## config.mk

```make
export PLATFORM = sky130hd
export DESIGN_NAME = sha2_msg_scheduler_param
export DESIGN_NICKNAME = d
export VERILOG_FILES = /design/src/rtl/sha2_sched_pkg.sv /design/src/rtl/sha2_schedule_expand.sv /design/src/rtl/sha2_msg_scheduler_param.sv
export SDC_FILE = /design/constraint.sdc
export NUM_CORES = 2
export LEC_CHECK = 0
export CORE_ASPECT_RATIO = 0.75
export CORE_MARGIN = 3
export CORE_UTILIZATION = 55
export CTS_BUF_LIST = sky130_fd_sc_hd__clkbuf_4 sky130_fd_sc_hd__clkbuf_8 sky130_fd_sc_hd__clkbuf_16
export DETAILED_ROUTE_END_ITERATION = 6
export GPL_TIMING_DRIVEN = 0
export PLACE_DENSITY = 0.79
export SYNTH_ARGS = -nofsm -noshare
export SYNTH_HDL_FRONTEND = slang
export SYNTH_HIERARCHICAL = 1
export SYNTH_SLANG_ARGS = --single-unit
```

## constraint.sdc

```tcl
create_clock -name clk -period 19.8 [get_ports clk]
set_clock_uncertainty 0.1 [all_clocks]
set_input_delay 2.97 -clock clk [delete_from_list [all_inputs] [get_ports clk]]
set_output_delay 2.97 -clock clk [all_outputs]
set_load 0.005 [all_outputs]
```

## src/rtl/sha2_sched_pkg.sv

```systemverilog
// Shared constants, sigma helpers and state encoding for the SHA-2 message scheduler.
package sha2_sched_pkg;

  // SHA-256 rotate/shift amounts
  localparam int unsigned S256_S0_R1 = 7;
  localparam int unsigned S256_S0_R2 = 18;
  localparam int unsigned S256_S0_SH = 3;
  localparam int unsigned S256_S1_R1 = 17;
  localparam int unsigned S256_S1_R2 = 19;
  localparam int unsigned S256_S1_SH = 10;

  // SHA-512 rotate/shift amounts
  localparam int unsigned S512_S0_R1 = 1;
  localparam int unsigned S512_S0_R2 = 8;
  localparam int unsigned S512_S0_SH = 7;
  localparam int unsigned S512_S1_R1 = 19;
  localparam int unsigned S512_S1_R2 = 61;
  localparam int unsigned S512_S1_SH = 6;

  typedef enum logic {
    StIdle = 1'b0,
    StRun  = 1'b1
  } sched_state_e;

  // Words are carried in a 64-bit container; 32-bit words live in the low half.
  function automatic logic [63:0] rotr(input logic [63:0] x, input int unsigned n,
                                       input int unsigned word_w);
    logic [63:0] y;
    if (word_w == 32) begin
      y = {32'h0, (x[31:0] >> n) | (x[31:0] << (32 - n))};
    end else begin
      y = (x >> n) | (x << (64 - n));
    end
    return y;
  endfunction

  function automatic logic [63:0] sigma0(input logic [63:0] x, input int unsigned word_w);
    logic [63:0] y;
    if (word_w == 32) begin
      y = rotr(x, S256_S0_R1, 32) ^ rotr(x, S256_S0_R2, 32) ^ ({32'h0, x[31:0]} >> S256_S0_SH);
    end else begin
      y = rotr(x, S512_S0_R1, 64) ^ rotr(x, S512_S0_R2, 64) ^ (x >> S512_S0_SH);
    end
    return y;
  endfunction

  function automatic logic [63:0] sigma1(input logic [63:0] x, input int unsigned word_w);
    logic [63:0] y;
    if (word_w == 32) begin
      y = rotr(x, S256_S1_R1, 32) ^ rotr(x, S256_S1_R2, 32) ^ ({32'h0, x[31:0]} >> S256_S1_SH);
    end else begin
      y = rotr(x, S512_S1_R1, 64) ^ rotr(x, S512_S1_R2, 64) ^ (x >> S512_S1_SH);
    end
    return y;
  endfunction

  // Legal combinations: (32,64) or (64,80), LANES a power of two up to 16 dividing ROUNDS.
  function automatic bit params_legal(input int unsigned word_w, input int unsigned rounds,
                                      input int unsigned lanes);
    bit pair_ok;
    bit lanes_ok;
    pair_ok  = ((word_w == 32) && (rounds == 64)) || ((word_w == 64) && (rounds == 80));
    lanes_ok = (lanes == 1) || (lanes == 2) || (lanes == 4) || (lanes == 8) || (lanes == 16);
    return pair_ok && lanes_ok && ((rounds % lanes) == 0);
  endfunction

endpackage

```

## src/rtl/sha2_schedule_expand.sv

```systemverilog
// Combinational expansion: derives the next LANES schedule words from the 16-word window.
module sha2_schedule_expand
  import sha2_sched_pkg::*;
#(
  parameter int unsigned WORD_W = 32,
  parameter int unsigned LANES  = 8
) (
  input  logic [16*WORD_W-1:0]    window,
  output logic [LANES*WORD_W-1:0] next_words
);

  // ext[0..15] is the window (oldest first); ext[16+j] are the new words.
  logic [WORD_W-1:0] ext [16+LANES];

  // Chained recurrence: later lanes consume earlier lanes' fresh words.
  always_comb begin
    for (int i = 0; i < 16; i++) begin
      ext[i] = window[(15-i)*WORD_W +: WORD_W];
    end
    for (int j = 0; j < LANES; j++) begin
      ext[16+j] = WORD_W'(sigma1(64'(ext[14+j]), WORD_W)) + ext[9+j]
                + WORD_W'(sigma0(64'(ext[1+j]), WORD_W)) + ext[j];
    end
    next_words = '0;
    for (int j = 0; j < LANES; j++) begin
      next_words[(LANES-1-j)*WORD_W +: WORD_W] = ext[16+j];
    end
  end

endmodule

```

## src/rtl/sha2_msg_scheduler_param.sv

```systemverilog
// SHA-2 message-schedule generator: loads one block, streams W[0..ROUNDS-1] LANES words per beat.
module sha2_msg_scheduler_param
  import sha2_sched_pkg::*;
#(
  parameter int unsigned WORD_W = 32,
  parameter int unsigned ROUNDS = 64,
  parameter int unsigned LANES  = 8
) (
  input  logic                              clk,
  input  logic                              rst_n,
  input  logic                              input_valid,
  input  logic [16*WORD_W-1:0]              block_in,
  output logic                              scheduler_ready,
  input  logic                              abort,
  output logic                              scheduler_valid,
  input  logic                              out_ready,
  output logic [LANES*WORD_W-1:0]           w_out,
  output logic [$clog2(ROUNDS/LANES)-1:0]   beat_idx,
  output logic                              last
);

  localparam int unsigned Beats = ROUNDS / LANES;
  localparam int unsigned BeatW = $clog2(Beats);
  localparam int unsigned WinW  = 16 * WORD_W;
  localparam int unsigned OutW  = LANES * WORD_W;
  localparam logic [BeatW-1:0] LastBeat = BeatW'(Beats - 1);

  if (!params_legal(WORD_W, ROUNDS, LANES)) begin : g_param_check
    $error("sha2_msg_scheduler_param: illegal WORD_W/ROUNDS/LANES combination");
  end

  sched_state_e     state_q;
  logic [WinW-1:0]  window_q;
  logic [BeatW-1:0] beat_q;
  logic [OutW-1:0]  next_words;
  logic [WinW-1:0]  window_shift;
  logic             accept;
  logic             beat_fire;

  sha2_schedule_expand #(
    .WORD_W (WORD_W),
    .LANES  (LANES)
  ) u_expand (
    .window     (window_q),
    .next_words (next_words)
  );

  // With 16 lanes the whole window is replaced each beat.
  if (LANES == 16) begin : g_shift_full
    assign window_shift = next_words;
  end else begin : g_shift_part
    assign window_shift = {window_q[WinW-OutW-1:0], next_words};
  end

  assign scheduler_valid = (state_q == StRun);
  assign last            = (state_q == StRun) && (beat_q == LastBeat);
  // Ready also rises during the final handshake so the next block follows with no bubble.
  assign scheduler_ready = (state_q == StIdle) || (last && out_ready);
  assign accept          = input_valid && scheduler_ready;
  assign beat_fire       = scheduler_valid && out_ready;
  assign w_out           = window_q[WinW-1 -: OutW];
  assign beat_idx        = beat_q;

  // FSM, window and beat counter; abort outranks both accept and beat handshake.
  always_ff @(posedge clk or negedge rst_n) begin
    if (!rst_n) begin
      state_q  <= StIdle;
      window_q <= '0;
      beat_q   <= '0;
    end else if (abort) begin
      state_q <= StIdle;
      beat_q  <= '0;
    end else if (accept) begin
      state_q  <= StRun;
      window_q <= block_in;
      beat_q   <= '0;
    end else if (beat_fire) begin
      if (last) begin
        state_q <= StIdle;
        beat_q  <= '0;
      end else begin
        window_q <= window_shift;
        beat_q   <= beat_q + 1'b1;
      end
    end
  end

endmodule

```

==> results.yml <==
logic_synthesis:
  ys_ff_latch: 516
  yosys_warnings: 6
  ys_types: 87
  synth_nets: 8224
  seq_area_frac_synth_pct: 20.1
  synth_area_leaders: "dfrtp_1 (20%), fa_1 (15%), xnor2_1 (14%), inv_1 (8.7%), ha_1 (4.9%)"
  synth.cell_area_sq_um: 64300
  syn_area_per_cell_sq_um: 9.24
  async_reset_ff_share_pct: 100
  yosys.area.top_type_share_pct: 20.1
  synth_edf_count: 0
  ys.flop_type: "dfrtp_1"
  synthCells: 6961
  yosysTopAreaCell: "dfrtp_1"
setup_path:
  crit_fanout: 6
  start_kind: "flip-flop"
  crit_slowest_cell: "xnor2_1"
  arrival_ns: 20.16
  reg2reg_depth: 60
  cp_data_required_time_ns: 20.29
  rr_startpoint: "window_q[46]$_DFFE_PN0P_"
  slowest_delay_ns: 1.17
  crit_family: "compound AO/OA/AOI/OAI gates"
  crit_path_end_kind: "flip-flop"
  rrSetupSlack_ns: 0.13
  path_buf_inv: 5
  path_class: "reg -> reg"
  reg2reg_to: "window_q[63]$_DFFE_PN0P_"
clocking:
  cts_root_buf: "clkbuf_16"
  tritoncts: "built"
  clk_path_buf_depth: 3
  cts_max_level: 2
  clk_latency_ns: 0.70
  clock_sink_count: 516
  postCtsHoldBufs: 0
  clk_pin_slew_ns: 0.07
  numCtsBuffers: 55
  cts_setup_buffers: 0
floorplan:
  std_cell_rows: 107
  core_area_sq_um: 115000
  fp.dieW_um: 401
  die_y_um: 302
  num_io_pins: 779
  die-area_sq_um: 121000
  start_util_pct: 56.1
final_layout:
  fin_area_sq_um: 76500
  multi_input_area_sq_um: 42400
  final_cells: 9382
  layout.nets: 9066
  nFillCells: 8941
  area_growth_pct: 18.9
  drive_gt1_share_pct: 11.0
  area.sequential_sq_um: 12900
global_route:
  grt_pass1_vias: 57802
  grt_pass1_wl_um: 432000
  grt.overflow.total: 0
  groute.usage.overall_pct: 50.6
  grt_max_degree: 119
  antenna_found_initial: 20
drt:
  drt_wl_total_um: 315000
  drtIter0Drc: 9463
  drt_pre_antenna_iters: 7
  highest_layer: "met5"
  wl_met3_um: 49300
  vias: 59266
  wire_per_inst_um: 33.6
  drt-met1-wl_um: 120000
  drc: 1
  route.met2.wl_um: 124000
  drtAntennaViolNets: 0
  viasPerCell: 6.32
timing:
  hold_violations: 0
  maxSlewViolCount: 11
  setup_ws_ns: 0.132
  maxClockFrequency_ghz: 0.0508
  min_period_over_period_pct: 99.3
  min_period_ns: 19.67
  setup_viol: 0
  maxSlewHeadroom_pct: -8.63
  worstMarginPinSlew_ns: 1.62
run_status:
  status: "finished, violations left"
  violations: "design-rule violations, max-capacitance violations, max-slew violations"
placed_design:
  postPlaceCellArea_sq_um: 74200
  dp_cells: 9272
  gp_congestion: 1.12
  place_ws_ns: 0.0141
  hpwl_um: 263000
  io_buffer_count: 778
flow_run:
  cap_violations: 3
min_path:
  hp-start: "window_q[492]$_DFFE_PN0P_"
  worstHoldPathCells: 1
  whs_endpoint: "window_q[492]$_DFFE_PN0P_"
  hold_class: "reg -> reg"
placed cells by master (no fill, tap or decap), types with 11 or more instances in the layout:
master              n
a21o_1            116
xnor2_1           963
xnor2_2            43
o32ai_1           258
mux2_1             17
o21bai_1           32
xor2_1            163
clkdlybuf4s50_1   777
o21ai_0            81
buf_4             294
fa_1              492
ha_1              254
o211ai_1           12
o21a_1             38
a21oi_1           188
mux2i_1           257
and2_1             11
nor2b_1            25
nor3_1             18
mux2_4            207
clkbuf_1          127
a31oi_1            22
dfrtp_1           516
buf_2             102
a211oi_1           22
inv_1            1495
nand2b_1           23
nand2_1           583
nand3_1            32
and3_1             15
buf_12             21
o32a_1            256
nor2_1             81
nand4_1            16
clkbuf_16          55
mux2_2             32
kinds of logic after synthesis:
kind of cell | Yosys count | share of synthesized area, %
DFF | 516 | 20.1
AOI/OAI and AO/OA | 1118 | 13.7
adders and majority gates | 746 | 20.3
and+or+nand+nor | 837 | 5.50
xor gates and xnor gates | 1180 | 16.2
buffers and inverters | 2051 | 14.5
muxes | 513 | 9.69
state kept, by name (all words and copies together), names as in the netlist:
name,cells
window_q,512
beat_idx,3
scheduler_valid,1
through the flow:
step	setup TNS (ns)	utilization [%]	hold slack (ns)
after detailed placement	0	64.7	0.426
after global routing	-0.0413	66.6	0.450
final	0	66.6	0.446
after CTS	0	66.4	0.442
after global placement	-3772.22	64.5	0.422
after floorplan	0	-	0.382
layout make-up:
cell class | count | share of cell area, %
multi-input combinational | 4394 | 55.4
antenna | 9 | 0.0295
timing repair buffer | 785 | 10.4
clock inverter | 30 | 0.532
tap | 1526 | 2.50
inverter | 1497 | 7.35
clock buffer | 71 | 2.01
sequential | 516 | 16.9
buffer | 554 | 4.87
routing by layer:
| metal | up-vias | global-route usage (%) |
|---|---|---|
| met5 | - | 0 |
| li1 | 24004 | - |
| met2 | 4958 | 70.2 |
| met1 | 29169 | 68.1 |
| met4 | 24 | 26.5 |
| met3 | 1111 | 19.5 |
synth_stat cells, types with 11 or more instances:
cell,count
inv_1,1495
xnor2_1,998
nand2_1,583
dfrtp_1,516
fa_1,492
buf_4,294
o32ai_1,258
mux2i_1,257
o32a_1,256
ha_1,254
mux2_4,207
a21oi_1,189
xor2_1,169
clkbuf_1,127
a21o_1,116
buf_2,102
nor2_1,82
o21ai_0,81
o21a_1,38
mux2_2,32
nand3_1,32
o21bai_1,32
nor2b_1,25
nand2b_1,23
a211oi_1,22
a31oi_1,22
buf_12,21
nor3_1,18
mux2_1,17
nand4_1,16
and3_1,15
o211ai_1,12
and2_1,11
worst register-to-register path, delay by kind of cell (launching register included):
kind | cells | cell delay, ns
adder cells (fa/ha/maj) | 12 | 5.12
buffers and inverters | 5 | 0.42
XOR/XNOR | 10 | 5.24
AND/OR/NAND/NOR | 5 | 1.02
AO/OA/AOI/OAI | 27 | 6.81
flip-flops | 1 | 0.77
multiplexers | 1 | 0.13
timing repair:
| action | in CTS | in global routing |
|---|---|---|
| cloned | 0 | 0 |
| resized for setup | 1 | 36 |
| setup endpoints to repair | 1 | 22 |
worst max path at each step:
stage / startpoint / to / slack, ns / cells past startpoint
global route: window_q[13]$_DFFE_PN0P_ / window_q[31]$_DFFE_PN0P_ / -0.04 / 58
CTS: window_q[18]$_DFFE_PN0P_ / window_q[31]$_DFFE_PN0P_ / 0.14 / 60
finish: window_q[46]$_DFFE_PN0P_ / window_q[63]$_DFFE_PN0P_ / 0.13 / 60
detailed placement: window_q[18]$_DFFE_PN0P_ / window_q[31]$_DFFE_PN0P_ / 0.01 / 58
floorplan: window_q[18]$_DFFE_PN0P_ / window_q[31]$_DFFE_PN0P_ / 5.41 / 61
global placement: rst_n / window_q[102]$_DFFE_PN0P_ / -7.49 / 1
Power is left out: the tool's default activity adds up to more than one toggle a clock period on the data nets, which glitch-free logic cannot reach.
